<file path="src/rtl/bomb_game_tx.sv">
// bomb_game_tx: builds an LFSR board/hit game, streams it to the engine, then captures the engine's response.
module bomb_game_tx #(
    parameter logic [4:0] TIMEOUT = 5'd31
) (
    input  logic        clk_i,
    input  logic        rst_ni,
    input  logic        start_i,
    input  logic [15:0] seed_i,
    output logic [7:0]  in_o,
    output logic [7:0]  bomb_o,
    output logic        in_valid1_o,
    output logic [5:0]  hit_o,
    output logic        in_valid2_o,
    input  logic        dut_out_valid_i,
    input  logic [6:0]  dut_out_i,
    output logic        busy_o,
    output logic        done_o,
    output logic [6:0]  result_o,
    output logic [6:0]  blk_total_o,
    output logic        timeout_o,
    output logic        range_err_o
);
    typedef enum logic [1:0] {IDLE, SEND, WAIT, DONE} state_e;
    state_e      state_q, state_d;
    logic [15:0] lfsr_q, lfsr_d;
    logic [3:0]  cnt_q, cnt_d;
    logic [4:0]  wcnt_q, wcnt_d;
    logic [7:0]  in_q, in_d, bomb_q, bomb_d;
    logic [5:0]  hit_q, hit_d;
    logic        iv1_q, iv1_d, iv2_q, iv2_d;
    logic [6:0]  result_q, result_d, blk_q, blk_d;
    logic        timeout_q, timeout_d, rerr_q, rerr_d;
    logic [3:0]  pc;
    logic        fb;
    assign fb = lfsr_q[15] ^ lfsr_q[13] ^ lfsr_q[12] ^ lfsr_q[10];
    always_comb begin
        pc = '0;
        for (int i = 0; i < 8; i++) pc = pc + {3'b0, lfsr_q[i]};
    end
    // Beat outputs are computed from the pre-step LFSR and registered, so they trail the state by one cycle.
    always_comb begin
        state_d   = state_q;
        lfsr_d    = lfsr_q;
        cnt_d     = cnt_q;
        wcnt_d    = wcnt_q;
        in_d      = '0;
        bomb_d    = '0;
        hit_d     = '0;
        iv1_d     = 1'b0;
        iv2_d     = 1'b0;
        result_d  = result_q;
        blk_d     = blk_q;
        timeout_d = timeout_q;
        rerr_d    = rerr_q;
        case (state_q)
            IDLE: if (start_i) begin
                state_d   = SEND;
                lfsr_d    = (seed_i == 16'h0) ? 16'hACE1 : seed_i;
                cnt_d     = '0;
                blk_d     = '0;
                timeout_d = 1'b0;
                rerr_d    = 1'b0;
            end
            SEND: begin
                lfsr_d = {lfsr_q[14:0], fb};
                cnt_d  = cnt_q + 4'd1;
                wcnt_d = '0;
                iv2_d  = 1'b1;
                hit_d  = lfsr_q[5:0];
                if (!cnt_q[3]) begin
                    iv1_d  = 1'b1;
                    in_d   = lfsr_q[7:0];
                    bomb_d = lfsr_q[15:8] & lfsr_q[7:0];
                    blk_d  = blk_q + {3'b0, pc};
                end
                if (cnt_q == 4'd9) state_d = WAIT;
            end
            WAIT: begin
                wcnt_d = wcnt_q + 5'd1;
                if (dut_out_valid_i) begin
                    result_d  = dut_out_i;
                    rerr_d    = dut_out_i > blk_q;
                    timeout_d = 1'b0;
                    state_d   = DONE;
                end else if (wcnt_q == TIMEOUT) begin
                    result_d  = '0;
                    timeout_d = 1'b1;
                    state_d   = DONE;
                end
            end
            default: state_d = IDLE;
        endcase
    end
    always_ff @(posedge clk_i or negedge rst_ni) begin
        if (!rst_ni) begin
            state_q   <= IDLE;
            lfsr_q    <= 16'hACE1;
            cnt_q     <= '0;
            wcnt_q    <= '0;
            in_q      <= '0;
            bomb_q    <= '0;
            hit_q     <= '0;
            iv1_q     <= 1'b0;
            iv2_q     <= 1'b0;
            result_q  <= '0;
            blk_q     <= '0;
            timeout_q <= 1'b0;
            rerr_q    <= 1'b0;
        end else begin
            state_q   <= state_d;
            lfsr_q    <= lfsr_d;
            cnt_q     <= cnt_d;
            wcnt_q    <= wcnt_d;
            in_q      <= in_d;
            bomb_q    <= bomb_d;
            hit_q     <= hit_d;
            iv1_q     <= iv1_d;
            iv2_q     <= iv2_d;
            result_q  <= result_d;
            blk_q     <= blk_d;
            timeout_q <= timeout_d;
            rerr_q    <= rerr_d;
        end
    end
    assign in_o        = in_q;
    assign bomb_o      = bomb_q;
    assign hit_o       = hit_q;
    assign in_valid1_o = iv1_q;
    assign in_valid2_o = iv2_q;
    assign busy_o      = (state_q == SEND) || (state_q == WAIT);
    assign done_o      = state_q == DONE;
    assign result_o    = result_q;
    assign blk_total_o = blk_q;
    assign timeout_o   = timeout_q;
    assign range_err_o = rerr_q;
endmodule
</file>
<file path="config.mk">
export PLATFORM = sky130hd
export DESIGN_NAME = bomb_game_tx
export DESIGN_NICKNAME = d
export VERILOG_FILES = /design/src/rtl/bomb_game_tx.sv
export SDC_FILE = /design/constraint.sdc
export NUM_CORES = 1
export LEC_CHECK = 0
export BUFFER_PORTS_ARGS = -buffer_cell sky130_fd_sc_hd__buf_4
export CAP_MARGIN = 0
export CORE_UTILIZATION = 55
export DETAILED_ROUTE_END_ITERATION = 12
export GPL_ROUTABILITY_DRIVEN = 1
export GPL_TIMING_DRIVEN = 1
export HOLD_SLACK_MARGIN = 0.02
export PLACE_DENSITY = 0.83
export SYNTH_ARGS = -nofsm -noshare
export SYNTH_HDL_FRONTEND = slang
export SYNTH_SLANG_ARGS = --single-unit
</file>
<file path="constraint.sdc">
create_clock -name clk_i -period 7.9 [get_ports clk_i]
set_clock_uncertainty 0.2 [all_clocks]
set_input_delay 0.79 -clock clk_i [delete_from_list [all_inputs] [get_ports clk_i]]
set_output_delay 0.79 -clock clk_i [all_outputs]
set_load 0.02 [all_outputs]
</file>
# ---- Word level (Yosys, flattened, before mapping)
# Cells that the tools add are included.
dict set report word_totals {
  register_bits 67
  in_bits 27
  output_inout_bits 42
}
dict set report op_classes {
  add_sub_neg 10
  n_lt_le_gt_ge 1
  eq_ne 10
  n_mux 30
  bitwise_logic 4
  n_reduce_logical 13
}
# cell count
set ops {}
lappend ops {{two-way mux 16 bit} 2}
lappend ops {{two-way mux 8 bit} 4}
lappend ops {{one-hot mux 16 bit (2 select lines)} 1}
lappend ops {{two-way mux 7 bit} 4}
lappend ops {{adder 4 x 1 -> 4 bit} 4}
lappend ops {{logical NOT 16 bit} 1}
lappend ops {{one-hot mux 7 bit (2 select lines)} 1}
lappend ops {{AND reduction 3 bit} 4}
lappend ops {{one-hot mux 5 bit (2 select lines)} 1}
lappend ops {{bitwise AND 8 bit} 1}
lappend ops {{two-way mux 2 bit} 4}
lappend ops {{inequality test 2 bit, second input constant} 4}
lappend ops {{one-hot mux 4 bit (2 select lines)} 1}
lappend ops {{nonzero test 2 bit} 4}
lappend ops {{adder 7 x 4 -> 7 bit} 1}
lappend ops {{> comparator 7 bit} 1}
lappend ops {{two-way mux 1 bit} 7}
lappend ops {{two-way mux 6 bit} 1}
lappend ops {{one-hot mux 2 bit (3 select lines)} 1}
lappend ops {{adder 5 x 1 -> 5 bit, second input constant} 1}
lappend ops {{equality test 5 bit, second input constant} 1}
lappend ops {{adder 3 x 1 -> 4 bit} 1}
lappend ops {{adder 4 x 1 -> 4 bit, second input constant} 1}
lappend ops {{equality test 2 bit, second input constant} 2}
lappend ops {{other kinds (11)} 15}

# ---- Logic depth before layout (Yosys ltp)
# Gate-level depths: netlist of the first run.
dict set report logic_depth {
  depth_word 10
  ltp_mapped 11
  ltp_nobuf 11
}

# ---- Least setup slack after synthesis of the first run
# No wires, ideal clock.
dict set report synth_timing {
  path_kind {register to register}
  startpoint {register blk_q[0], in the netlist blk_total_o[0]}
  endpoint {register blk_q[6], in the netlist blk_total_o[6]}
  t_arrival_ps 3440
  setup_slack_ps 4183
  stages_incl_launch_ff 12
  n_path_buf 0
  period_less_slack_ps 3717
  path_cell_list {dfrtp_1 -> fa_1 -> inv_1 -> fa_1 -> fa_1 -> fa_1 -> inv_1 -> fa_1 -> a21o_1 -> a21oi_1 -> or4_1 -> a21oi_1}
}
dict set report synth_via {
  elab_chain_cells 3
}
# element line_no
set synth_lines {}
lappend synth_lines {{from (decl)} 31} ;# logic [6:0] result_q, result_d, blk_q, blk_d;
lappend synth_lines {{from (signal assigned)} 120} ;# blk_q <= blk_d;
lappend synth_lines {{adder 7 x 4 -> 7 bit} 74} ;# blk_d = blk_q + {3'b0, pc};
lappend synth_lines {{two-way mux 7 bit} 70} ;# if (!cnt_q[3]) begin
lappend synth_lines {{one-hot mux 7 bit (2 select lines)} 55} ;# case (state_q)
# Every way passes these cells. The select of a mux whose other input is x is not followed.
# A chain may end at the register's enable or synchronous reset.

# ---- Worst setup path after layout of the first run
dict set report layout_timing {
  startpoint {register lfsr_q[0]}
  endpoint {register blk_q[6], in the netlist blk_total_o[6]}
}
dict set report layout_via {
  elab_chain_cells 10
}
# element line_no
set layout_lines {}
lappend layout_lines {{from (decl)} 25} ;# logic [15:0] lfsr_q, lfsr_d;
lappend layout_lines {{from (signal assigned)} 111} ;# lfsr_q <= lfsr_d;
lappend layout_lines {{adder 1 x 1 -> 2 bit} 38} ;# for (int i = 0; i < 8; i++) pc = pc + {3'b0, lfsr_q[i]};
lappend layout_lines {{adder 2 x 1 -> 3 bit} 38}
lappend layout_lines {{adder 3 x 1 -> 4 bit} 38}
lappend layout_lines {{adder 4 x 1 -> 4 bit (4 in a row)} 38}
lappend layout_lines {{adder 7 x 4 -> 7 bit} 74}
lappend layout_lines {{two-way mux 7 bit} 70}
lappend layout_lines {{one-hot mux 7 bit (2 select lines)} 55}
# Every way passes these cells. The select of a mux whose other input is x is not followed.

==> results of run 1 <==
[routing by layer]
layer  part of all wire (%)  global-route usage, %  up-vias
met5                      0                      0        -
met4                    2.0                  11.27        0
met3                    5.0                  4.229       18
met2                     49                  41.38       96
met1                     44                  33.28     1248
li1                       -                      -     1229
[registers in the layout, summed over array words and instances, names as in the netlist]
register     cells
lfsr_q          16
bomb_o           8
in_o             8
blk_total_o      7
result_o         7
hit_o            6
wcnt_q           5
cnt_q            4
state_q          2
in_valid1_o      1
in_valid2_o      1
range_err_o      1
timeout_o        1
[layout make-up]
class / count / share of cell area, %
Timing Repair Buffer: 68 / 12.53
Inverter: 30 / 2.764
Sequential cell: 67 / 41.40
Multi-Input combinational cell: 206 / 35.57
Clock buffer: 9 / 3.041
Tap cell: 72 / 2.211
Clock inverter: 7 / 2.488
[worst reg2reg max path, delay by kind of cell (launching register included)]
| kind | cells | cell delay, ns |
|---|---|---|
| adders and majority gates | 5 | 1.91 |
| DFF | 1 | 0.60 |
| and+or+nand+nor | 1 | 0.51 |
| AOI/OAI and AO/OA | 3 | 0.40 |
| buffers and inverters | 2 | 0.16 |
[stage by stage]
stage                     cells  power, mW  utilization (%)  hold WS, ns
after global placement      443      1.371            68.15       0.2665
after detailed placement    443      1.407            68.15       0.2742
final                       459      1.743            72.21       0.2913
after floorplan             315      1.145                -       0.2586
after CTS                   459      1.735            72.14       0.2920
after global routing        459      1.875            72.21       0.3351
[Yosys cell counts (3+ instances only)]
cell type	instances
sky130_fd_sc_hd__a21oi_1	7
sky130_fd_sc_hd__a22o_1	7
sky130_fd_sc_hd__a22oi_1	3
sky130_fd_sc_hd__a31oi_1	4
sky130_fd_sc_hd__and2_1	5
sky130_fd_sc_hd__and3_1	6
sky130_fd_sc_hd__buf_2	3
sky130_fd_sc_hd__clkbuf_1	8
sky130_fd_sc_hd__dfrtp_1	59
sky130_fd_sc_hd__dfstp_2	8
sky130_fd_sc_hd__fa_1	5
sky130_fd_sc_hd__ha_1	22
sky130_fd_sc_hd__inv_1	30
sky130_fd_sc_hd__mux2i_1	7
sky130_fd_sc_hd__nand2_1	26
sky130_fd_sc_hd__nand2b_1	4
sky130_fd_sc_hd__nand3_1	7
sky130_fd_sc_hd__nor2_1	19
sky130_fd_sc_hd__nor3_1	12
sky130_fd_sc_hd__nor4_1	5
sky130_fd_sc_hd__o21a_1	5
sky130_fd_sc_hd__o21ai_0	24
sky130_fd_sc_hd__o221ai_1	4
sky130_fd_sc_hd__o22ai_1	3
sky130_fd_sc_hd__o31ai_1	3
sky130_fd_sc_hd__xnor2_1	4
[where the power goes]
part | leakage, nW | switching (mW) | internal [mW]
clock network | 0.106 | 0.140 | 0.180
registers | 0.866 | 0.0844 | 0.471
logic | 1.06 | 0.505 | 0.363
[kinds of logic after synthesis]
family          after synthesis
simple gates                 95
compound gates               68
flops                        67
xor+xnor                      6
fa+ha+maj                    27
buf+inv                      42
mux                          10
[cells in the final DEF, fill, tap and decap left out, types with 3 or more instances in the layout]
cell type / n
sky130_fd_sc_hd__buf_4: 68
sky130_fd_sc_hd__dfrtp_1: 59
sky130_fd_sc_hd__inv_1: 30
sky130_fd_sc_hd__nand2_1: 26
sky130_fd_sc_hd__o21ai_0: 24
sky130_fd_sc_hd__ha_1: 22
sky130_fd_sc_hd__nor2_1: 19
sky130_fd_sc_hd__nor3_1: 12
sky130_fd_sc_hd__clkbuf_8: 9
sky130_fd_sc_hd__dfstp_2: 8
sky130_fd_sc_hd__nand3_1: 7
sky130_fd_sc_hd__a21oi_1: 7
sky130_fd_sc_hd__a22o_1: 7
sky130_fd_sc_hd__and3_1: 6
sky130_fd_sc_hd__mux2i_1: 6
sky130_fd_sc_hd__and2_1: 5
sky130_fd_sc_hd__nor4_1: 5
sky130_fd_sc_hd__o21a_1: 5
sky130_fd_sc_hd__fa_1: 5
sky130_fd_sc_hd__a31oi_1: 4
sky130_fd_sc_hd__nand2b_1: 4
sky130_fd_sc_hd__o221ai_1: 4
sky130_fd_sc_hd__xnor2_1: 4
sky130_fd_sc_hd__o22ai_1: 3
sky130_fd_sc_hd__o31ai_1: 3
sky130_fd_sc_hd__a22oi_1: 3
[path summary, 6_finish.rpt]
| path | endpoint | depth (start not counted) | slack, ns | startpoint |
|---|---|---|---|---|
| min in group asynchronous | wcnt_q[2] | 1 | 0.33 | rst_ni |
| max | blk_total_o[6] | 11 | 4.04 | lfsr_q[0] |
| max reg2reg | blk_total_o[6] | 11 | 4.04 | lfsr_q[0] |
| max in group asynchronous | hit_o[1] | 1 | 6.63 | rst_ni |
| min | result_o[0] | 2 | 0.29 | result_o[0] |
| min reg2reg | result_o[0] | 2 | 0.29 | result_o[0] |
==> impl_results.md, run 1 <==
- Run status: finished clean
- Number of hold-slack violations in the final timing report: 0
- H-tree lvl count: 3
- Place WS: about 4.1 ns
- Number of global-route vias before repair: 2,523
- Worst Setup Slack, final: a little over 4 ns
- Total inserted antenna cells: 0
- Clk buf depth: 2
- Max-cap violations: 0
- Capturing element type of the critical path: flop
- Signal arrival time at the worst endpoint: 3.93 ns
- Flops & latches, synth: 67
- Post-cts hold buffer count: 0
- Congestion Overflow GR: 0
- CP Buf/Inv Count: 2
- Count of pins on the block boundary: a little under 70
- Top cells by area, synth: sky130_fd_sc_hd__dfrtp_1, sky130_fd_sc_hd__ha_1, sky130_fd_sc_hd__dfstp_2
- Measured slew at the worst slew-check pin: 0.9458 ns
- Setup Fix Bufs, Post-CTS: 0
- Register cell area after layout: 1687 um^2
- Overall Global Routing Usage: 25.36%
- Initial antenna violation count: 0
- Kind of start point of the critical path: flop
- Cell Rows: 27
- Fin. max-slew vios: 0
- Total wire length after detailed routing: 7390 um
- Maximum single-stage delay on the critical path: 0.60 ns
- Resized cells post-CTS: 0
- Sequential-to-total area share from yosys stat: 51.22%
- Yosys warnings: 0
- Path class of the lowest-slack min-delay path: flop to flop
- Clock latency of the later-clocked register in the worst-skew pair: 0.35 ns
- Port bufs: 68
- Most numerous cell on the critical path: sky130_fd_sc_hd__fa_1
- Kind of cell with the highest combined delay on the critical path: adder cells
- Final count of negative-setup-slack endpoints: 0
- Xor/xnor share of the synthesized area: 1.596%
- Design area: 4074 um^2
- Post-synth top flop: sky130_fd_sc_hd__dfrtp_1
- Peak Freq: 258.7 MHz
- Mean cell area of the mapped netlist: around 10 um^2
- IR Drop Worst-Case VDD: ~0.19 mV
- Endpoint required time on the critical path: between 7 and 8 ns
- Pin count of the biggest net entering global routing: a little under 70
- Leakage power total: 2.032 nW
- Vias after detailed routing: 2,591
- RePlAce Congestion: between 0.8 and 0.9
- Pwr Density: 427.8 nW/um^2
- Count of fill cells added during filler insertion: 406
- Area share of fa/ha/maj cells after synthesis: 11.40%
- Synthesized instance count: 315
- Slowest cell on crit path: sky130_fd_sc_hd__dfstp_2
- Effective utilization at floorplan: 58.37%
- Area of the die: 6301 um^2
- Drt pass-1 iters: 8
- WL/cell: 16.10 um
- CTS tree: built
- Cell at the root of the clock tree: sky130_fd_sc_hd__clkbuf_8
- Nets in the synthesized netlist: about 370
- CORE AREA: 5642 um^2
- Antenna-violating nets left: 0
- Top fanout value on the critical path: 6
- Die width: ~80 um
- Synth-to-Final Area Change: 23.71%
- Area after DPL: 3845 um^2
- Count of nets after finishing: 436
- Post-layout minimum cycle time: 3.865 ns
- Post-route setup TNS: 0 ns
- Share of async-settable or async-resettable flops after synthesis: 100.0%
- Die H: approximately 80 um
- Fraction of synthesized area in multiplexers: 3.267%
- Worst relative slew slack: 36.95%
- Number of sinks on the clock net: 67
- Share of cells above drive strength 1: 25.06%
- Compound-cell area share of the yosys netlist: 13.34%
- Drt drc: 0
- Multi-input combinational cell area: 1449 um^2
- Number of distinct library cell variants in the gate-level netlist after synthesis: 46
- Wire length of the first global-routing pass: 11,970 um
- Clock edge transition at the registers on the reported setup and hold paths: 0.08 ns
- Dominant combinational cell family by area after synthesis: simple AND/OR/NAND/NOR gates
- Detailed-route vias per instance: 5.645
- Share of the synthesized area in the top cell type: 44.83%
- Setup repair after global routing missed its margin: no
- Starting DRT DRC Count: 184
- CTS Buf Count: 9
- Area of the mapped netlist: 3293 um^2
- Category of the critical setup timing path: flop to flop
- Post-Synth Simple-Gate Area: 14.29%
- Yosys top cell by area: sky130_fd_sc_hd__dfrtp_1
- Count of flip-flops with a built-in enable after synthesis: 0
- CP Cell Sequence: fa_1 -> inv_1 -> fa_1 -> fa_1 -> fa_1 -> inv_1 -> fa_1 -> a21o_1 -> a21oi_1 -> or4_1 -> a21oi_1
- Share of the clock period used by the worst path after layout: 48.92%
- Hpwl dp: between 5000 and 6000 um
Note: power is estimated with default switching activity, not from simulation.
==> run 2: changes to the inputs <==
Settings changed: CORE_UTILIZATION 55 to 49, PLACE_DENSITY 0.83 to 0.79.
Clock period 7.9 ns to 3.2 ns, I/O delays scaled along.
==> impl_results.md, run 2 (same netlist as run 1, synthesis figures left out) <==
- Share of cells above drive strength 1: 28.99%
- Area after DPL: 3944 um^2
- Most numerous cell on the critical path: sky130_fd_sc_hd__fa_1
- Clock latency of the later-clocked register in the worst-skew pair: 0.34 ns
- Share of the clock period used by the worst path after layout: 111.9%
- Pwr Density: ~1100 nW/um^2
- CP Cell Sequence: fa_1 -> inv_2 -> fa_1 -> fa_1 -> fa_2 -> inv_2 -> fa_2 -> a21o_1 -> a21oi_2 -> or4_4 -> a21oi_2
- Drt pass-1 iters: 9
- Cell Rows: 29
- Leakage power total: 2.115 nW
- Antenna-violating nets left: 0
- Cell at the root of the clock tree: sky130_fd_sc_hd__clkbuf_8
- Hpwl dp: 5244 um
- Total wire length after detailed routing: 7456 um
- Congestion Overflow GR: 0
- Port bufs: 68
- Die width: 83.98 um
- Pin count of the biggest net entering global routing: just under 70
- Initial antenna violation count: 0
- Drt drc: 12
- Wire length of the first global-routing pass: 12,470 um
- Clk buf depth: 2
- Count of pins on the block boundary: 69
- Kind of start point of the critical path: flop
- Design area: around 4200 um^2
- Final count of negative-setup-slack endpoints: 4
- Most frequent standard cell in the layout excluding fill and tap cells: sky130_fd_sc_hd__buf_4
- Detailed-route vias per instance: 5.490
- Worst relative slew slack: 44.90%
- Total inserted antenna cells: 0
- RePlAce Congestion: 0.8659
- Register with the most flip-flops: lfsr_q
- Most frequent cells in the layout: sky130_fd_sc_hd__buf_4, sky130_fd_sc_hd__dfrtp_1, sky130_fd_sc_hd__inv_1
- Measured slew at the worst slew-check pin: ~0.83 ns
- Top fanout value on the critical path: 4
- R2r setup slk: -0.38 ns
- Vias after detailed routing: between 2,000 and 3,000
- Final non-filler cell total: 484
- Endpoint required time on the critical path: 3.28 ns
- Number of sinks on the clock net: 67
- Setup repair after global routing missed its margin: yes
- Final-layout worst hold slack: 0.04316 ns
- Fin. max-slew vios: 0
- Path class of the lowest-slack min-delay path: input pin to flop
- WL/cell: 15.40 um
- H-tree lvl count: 3
- Max-cap violations: 0
- CTS Buf Count: 9
- Placed insts: 459
- Count of nets after finishing: 456
- Number of global-route vias before repair: 2,546
- Worst Setup Slack, final: -0.3797 ns
- Flip-flop count of the largest register after layout: 16
- CORE AREA: 6422 um^2
- Peak Freq: 279.4 MHz
- Maximum single-stage delay on the critical path: 0.53 ns
- Starting DRT DRC Count: between 150 and 200
- Overall Global Routing Usage: 22.85%
- Capturing element type of the critical path: flop
- Place WS: -0.4260 ns
- Count of fill cells added during filler insertion: 479
- Die H: around 84 um
- Number of hold-slack violations in the final timing report: 0
- Slowest cell on crit path: sky130_fd_sc_hd__fa_1
- Category of the critical setup timing path: flop to flop
- Run status: finished, violations left
- Effective utilization at floorplan: 51.28%
- Area of the die: 7053 um^2
- Synth-to-Final Area Change: 28.80%
- Clock edge transition at the registers on the reported setup and hold paths: 0.08 ns
- CTS tree: built
- Kind of cell with the highest combined delay on the critical path: adder cells
- Signal arrival time at the worst endpoint: approximately 3.7 ns
- CP Buf/Inv Count: 2
- Post-layout minimum cycle time: 3.580 ns
- IR Drop Worst-Case VDD: 0.4504 mV
- Failing checks: DRC, setup timing
## run 2: cell count changes in the layout (fill, tap and decap cells not counted), moves of 3 or more
cell	delta
sky130_fd_sc_hd__buf_4	+12
sky130_fd_sc_hd__dlygate4sd3_1	+7
sky130_fd_sc_hd__inv_1	-3
sky130_fd_sc_hd__inv_2	+3
## run 2: what timing repair did
| item | CTS | global route |
|---|---|---|
| pin swaps | 5 | 2 |
| hold buffers | 7 | 0 |
| gates cloned | 0 | 0 |
| endpoints found under the setup margin | 6 | 6 |
| gates resized for setup | 2 | 3 |
| endpoints found under the hold margin | 65 | 0 |
| buffers inserted | 1 | 1 |
## run 2: power by group
part           switching [mW]  internal (mW)
registers               0.193           1.16
clock network           0.355          0.365
logic                    1.32           1.11
## run 2: path summary, 6_finish.rpt
kind | start | endpoint | depth (start not counted)
setup / recovery | blk_total_o[0] | blk_total_o[6] | 11
hold / removal | seed_i[6] | lfsr_q[6] | 3
setup reg to reg | blk_total_o[0] | blk_total_o[6] | 11
hold reg to reg | result_o[0] | result_o[0] | 2
max in group asynchronous | rst_ni | blk_total_o[0] | 2
min in group asynchronous | rst_ni | result_o[6] | 2
## run 2: per-layer routing
metal | global-route usage (%) | share of wire, % | routed length (um)
met5 | 0 | 0 | 0
met4 | 10.34 | 1.4 | 106
met3 | 3.363 | 5.3 | 396
met2 | 35.84 | 49 | 3684
met1 | 31.51 | 44 | 3268
## run 2: cell type report
| class | instances | area [um^2] | share of cell area, % |
|---|---|---|---|
| clock buffers | 9 | 123.9 | 2.920 |
| clock inverters | 7 | 77.57 | 1.829 |
| inverters | 30 | 112.6 | 2.655 |
| multi-input cells | 206 | 1461 | 34.45 |
| flip-flops and latches | 67 | 1688 | 39.79 |
| well taps | 77 | 96.34 | 2.271 |
| repair buffers | 88 | 681.9 | 16.08 |
## run 2: metrics by stage
stage               utilization, %  TNS, ns  total power [mW]
floorplan                        -  -0.8588             2.882
global placement             61.41  -0.8373             3.557
detailed placement           61.41   -1.277             3.638
CTS                          65.81  -0.9694             4.439
global route                 66.04   -1.746             4.846
finish                       66.04   -1.090             4.504
## run 2: worst min-delay path, stage by stage
cell,delay [ns]
sky130_fd_sc_hd__buf_4,0.09
sky130_fd_sc_hd__o21ai_0,0.08
sky130_fd_sc_hd__o221ai_1,0.07
==> run 3: changes to the inputs <==
--- a/config.mk
+++ b/config.mk
@@ -9,3 +9,3 @@
 export CAP_MARGIN = 0
-export CORE_UTILIZATION = 49
+export CORE_UTILIZATION = 55
 export DETAILED_ROUTE_END_ITERATION = 12
@@ -14,3 +14,3 @@
 export HOLD_SLACK_MARGIN = 0.02
-export PLACE_DENSITY = 0.79
+export PLACE_DENSITY = 0.83
 export SYNTH_ARGS = -nofsm -noshare
==> constraint.sdc (replaced) <==
create_clock -name clk_i -period 4.6 [get_ports clk_i]
set_clock_uncertainty 0.2 [all_clocks]
set_input_delay 0.46 -clock clk_i [delete_from_list [all_inputs] [get_ports clk_i]]
set_output_delay 0.46 -clock clk_i [all_outputs]
set_load 0.05 [all_outputs]
==> impl_results.md, run 3 (same netlist as run 1, synthesis figures left out) <==
- Run status: finished, violations left
- Failing checks: hold timing
- Total wire length after detailed routing: 7414 um
- Max-cap violations: 0
- Fraction of power consumed by combinational cells: 54.7%
- Place WS: 0.7523 ns
- Register with the most flip-flops: lfsr_q
- Kind of cell with the highest combined delay on the critical path: adder cells
- Signal arrival time at the worst endpoint: 3.94 ns
- Cell at the root of the clock tree: sky130_fd_sc_hd__clkbuf_8
- WL/cell: ~16 um
- Die H: 79.38 um
- Share of the clock period used by the worst path after layout: 84.29%
- Leakage power total: roughly 2 nW
- Endpoint of the most critical register-to-register path: blk_total_o[6]
- Final count of negative-setup-slack endpoints: 0
- Detailed-route vias per instance: about 5.7
- Top fanout value on the critical path: 6
- Setup Fix Bufs, Post-CTS: 0
- IR Drop Worst-Case VDD: 0.3857 mV
- H-tree lvl count: 3
- Setup repair after global routing missed its margin: no
- Hpwl dp: 5182 um
- Overall Global Routing Usage: 26.37%
- Share of cells above drive strength 1: about 25%
- Most frequent cells in the layout: sky130_fd_sc_hd__buf_4, sky130_fd_sc_hd__dfrtp_1, sky130_fd_sc_hd__inv_1
- Maximum single-stage delay on the critical path: 0.60 ns
- Total inserted antenna cells: 0
- RePlAce Congestion: 0.8433
- CTS tree: built
- Number of sinks on the clock net: 67
- Share of total power consumed by net switching: 47.25%
- Count of nets after finishing: 436
- Post-layout minimum cycle time: 3.877 ns
- Cell Rows: 27
- Vias after detailed routing: 2,609
- Area after DPL: 3845 um^2
- Antenna-violating nets left: 0
- Synth-to-Final Area Change: 22.99%
- Post-cts hold buffer count: 0
- Most frequent standard cell in the layout excluding fill and tap cells: sky130_fd_sc_hd__buf_4
- Category of the critical setup timing path: flop to flop
- Drt pass-1 iters: 5
- Slowest cell on crit path: sky130_fd_sc_hd__dfstp_2
- Effective utilization at floorplan: slightly below 60%
- Net Switching: 1.513 mW
- Congestion Overflow GR: 0
- R2r setup slk: between 0.7 and 0.8 ns
- Pwr Density: 790.6 nW/um^2
- Clock edge transition at the registers on the reported setup and hold paths: approximately 0.08 ns
- Pin count of the biggest net entering global routing: 68
- Final-layout worst hold slack: -0.009648 ns
- Clk buf depth: 2
- Endpoint required time on the critical path: 4.67 ns
- Resized cells post-CTS: 0
- Kind of start point of the critical path: flop
- Die width: 79.38 um
- Design area: 4050 um^2
- Internal power summed over all cells: 1.689 mW
- Area of the die: 6301 um^2
- Path class of the lowest-slack min-delay path: input pin to asynchronous set/reset pin
- Worst relative slew slack: 37.95%
- CP Buf/Inv Count: 2
- Post-Route Utilization: 71.79%
- Clock latency of the later-clocked register in the worst-skew pair: 0.35 ns
- Startpoint of the lowest-slack register-to-register path: lfsr_q[0]
- Post-route setup TNS: 0 ns
- Initial antenna violation count: 0
- Worst Setup Slack, final: 0.7228 ns
- Flip-flop count of the largest register after layout: 16
- Wire length of the first global-routing pass: between 10,000 and 15,000 um
- CORE AREA: 5642 um^2
- Reg power frac: roughly 30%
- Starting DRT DRC Count: 174
- Share of power burned in the clock network: 15.5%
- Capturing element type of the critical path: flop
- Number of global-route vias before repair: 2,612
- Cell depth of the worst flop-to-flop path: 11
- Drt drc: 0
- CP Cell Sequence: fa_1 -> inv_1 -> fa_1 -> fa_1 -> fa_1 -> inv_1 -> fa_1 -> a21o_1 -> a21oi_1 -> or4_1 -> a21oi_1
- Fin. max-slew vios: 0
- Most numerous cell on the critical path: sky130_fd_sc_hd__fa_1
- Measured slew at the worst slew-check pin: about 0.93 ns
- Peak Freq: 257.9 MHz
- Port bufs: 68
- CTS Buf Count: 9
- Count of pins on the block boundary: 69
- Number of hold-slack violations in the final timing report: 6
==> run 3: changes by cell type in the layout (fill, tap and decap cells not counted), sizes merged <==
| cell | previous run | this run |
|---|---|---|
| buf | 81 | 68 |
| dlygate4sd3 | 7 | 0 |
==> run 3: area by class of cell <==
cell class / count / area (um^2)
fillers: 426 / 1592
repair buffers: 68 / 510.5
flip-flops and latches: 67 / 1687
clock buffers: 9 / 123.9
multi-input cells: 206 / 1449
inverters: 30 / 112.6
well taps: 72 / 90.09
clock inverters: 7 / 77.57
==> run 3: worst register-to-register path, stage by stage (launching register included) <==
cell and delay, ns:
sky130_fd_sc_hd__dfstp_2 0.60, sky130_fd_sc_hd__fa_1 0.44, sky130_fd_sc_hd__inv_1 0.08, sky130_fd_sc_hd__fa_1 0.42
sky130_fd_sc_hd__fa_1 0.46, sky130_fd_sc_hd__fa_1 0.40, sky130_fd_sc_hd__inv_1 0.08, sky130_fd_sc_hd__fa_1 0.21
sky130_fd_sc_hd__a21o_1 0.12, sky130_fd_sc_hd__a21oi_1 0.10, sky130_fd_sc_hd__or4_1 0.52, sky130_fd_sc_hd__a21oi_1 0.17
==> run 3: power groups by stage <==
stage               logic [mW]  registers [mW]  clock network [mW]
detailed placement        1.73           0.960                   0
global route              1.92           0.979               0.534
global placement          1.67           0.951                   0
CTS                       1.75           0.952               0.503
finish                    1.75           0.954               0.496
floorplan                0.948            1.28                   0
==> run 3: metal layers <==
layer | up-vias | share of wire (%) | wire length (um) | GRT usage, %
met5 | - | 0 | 0 | 0
met4 | 0 | 2.1 | 159 | 11.45
met3 | 17 | 5.2 | 385 | 5.600
met2 | 93 | 49 | 3607 | 41.29
met1 | 1261 | 44 | 3261 | 35.46
li1 | 1238 | - | - | -
==> run 3: stage by stage <==
step	std cells	total power, mW
floorplan	315	2.226
global placement	443	2.622
detailed placement	443	2.691
CTS	459	3.203
global route	459	3.437
finish	459	3.202
==> run 3: worst max-delay path by stage <==
stage / slack [ns] / start / end / depth (start not counted)
after floorplan: 0.73 / blk_total_o[0] / blk_total_o[6] / 11
after global placement: 0.89 / lfsr_q[0] / blk_total_o[6] / 11
after detailed placement: 0.75 / lfsr_q[0] / blk_total_o[6] / 11
after CTS: 0.74 / lfsr_q[0] / blk_total_o[6] / 11
after global routing: 0.58 / lfsr_q[0] / blk_total_o[6] / 11
final: 0.72 / lfsr_q[0] / blk_total_o[6] / 11
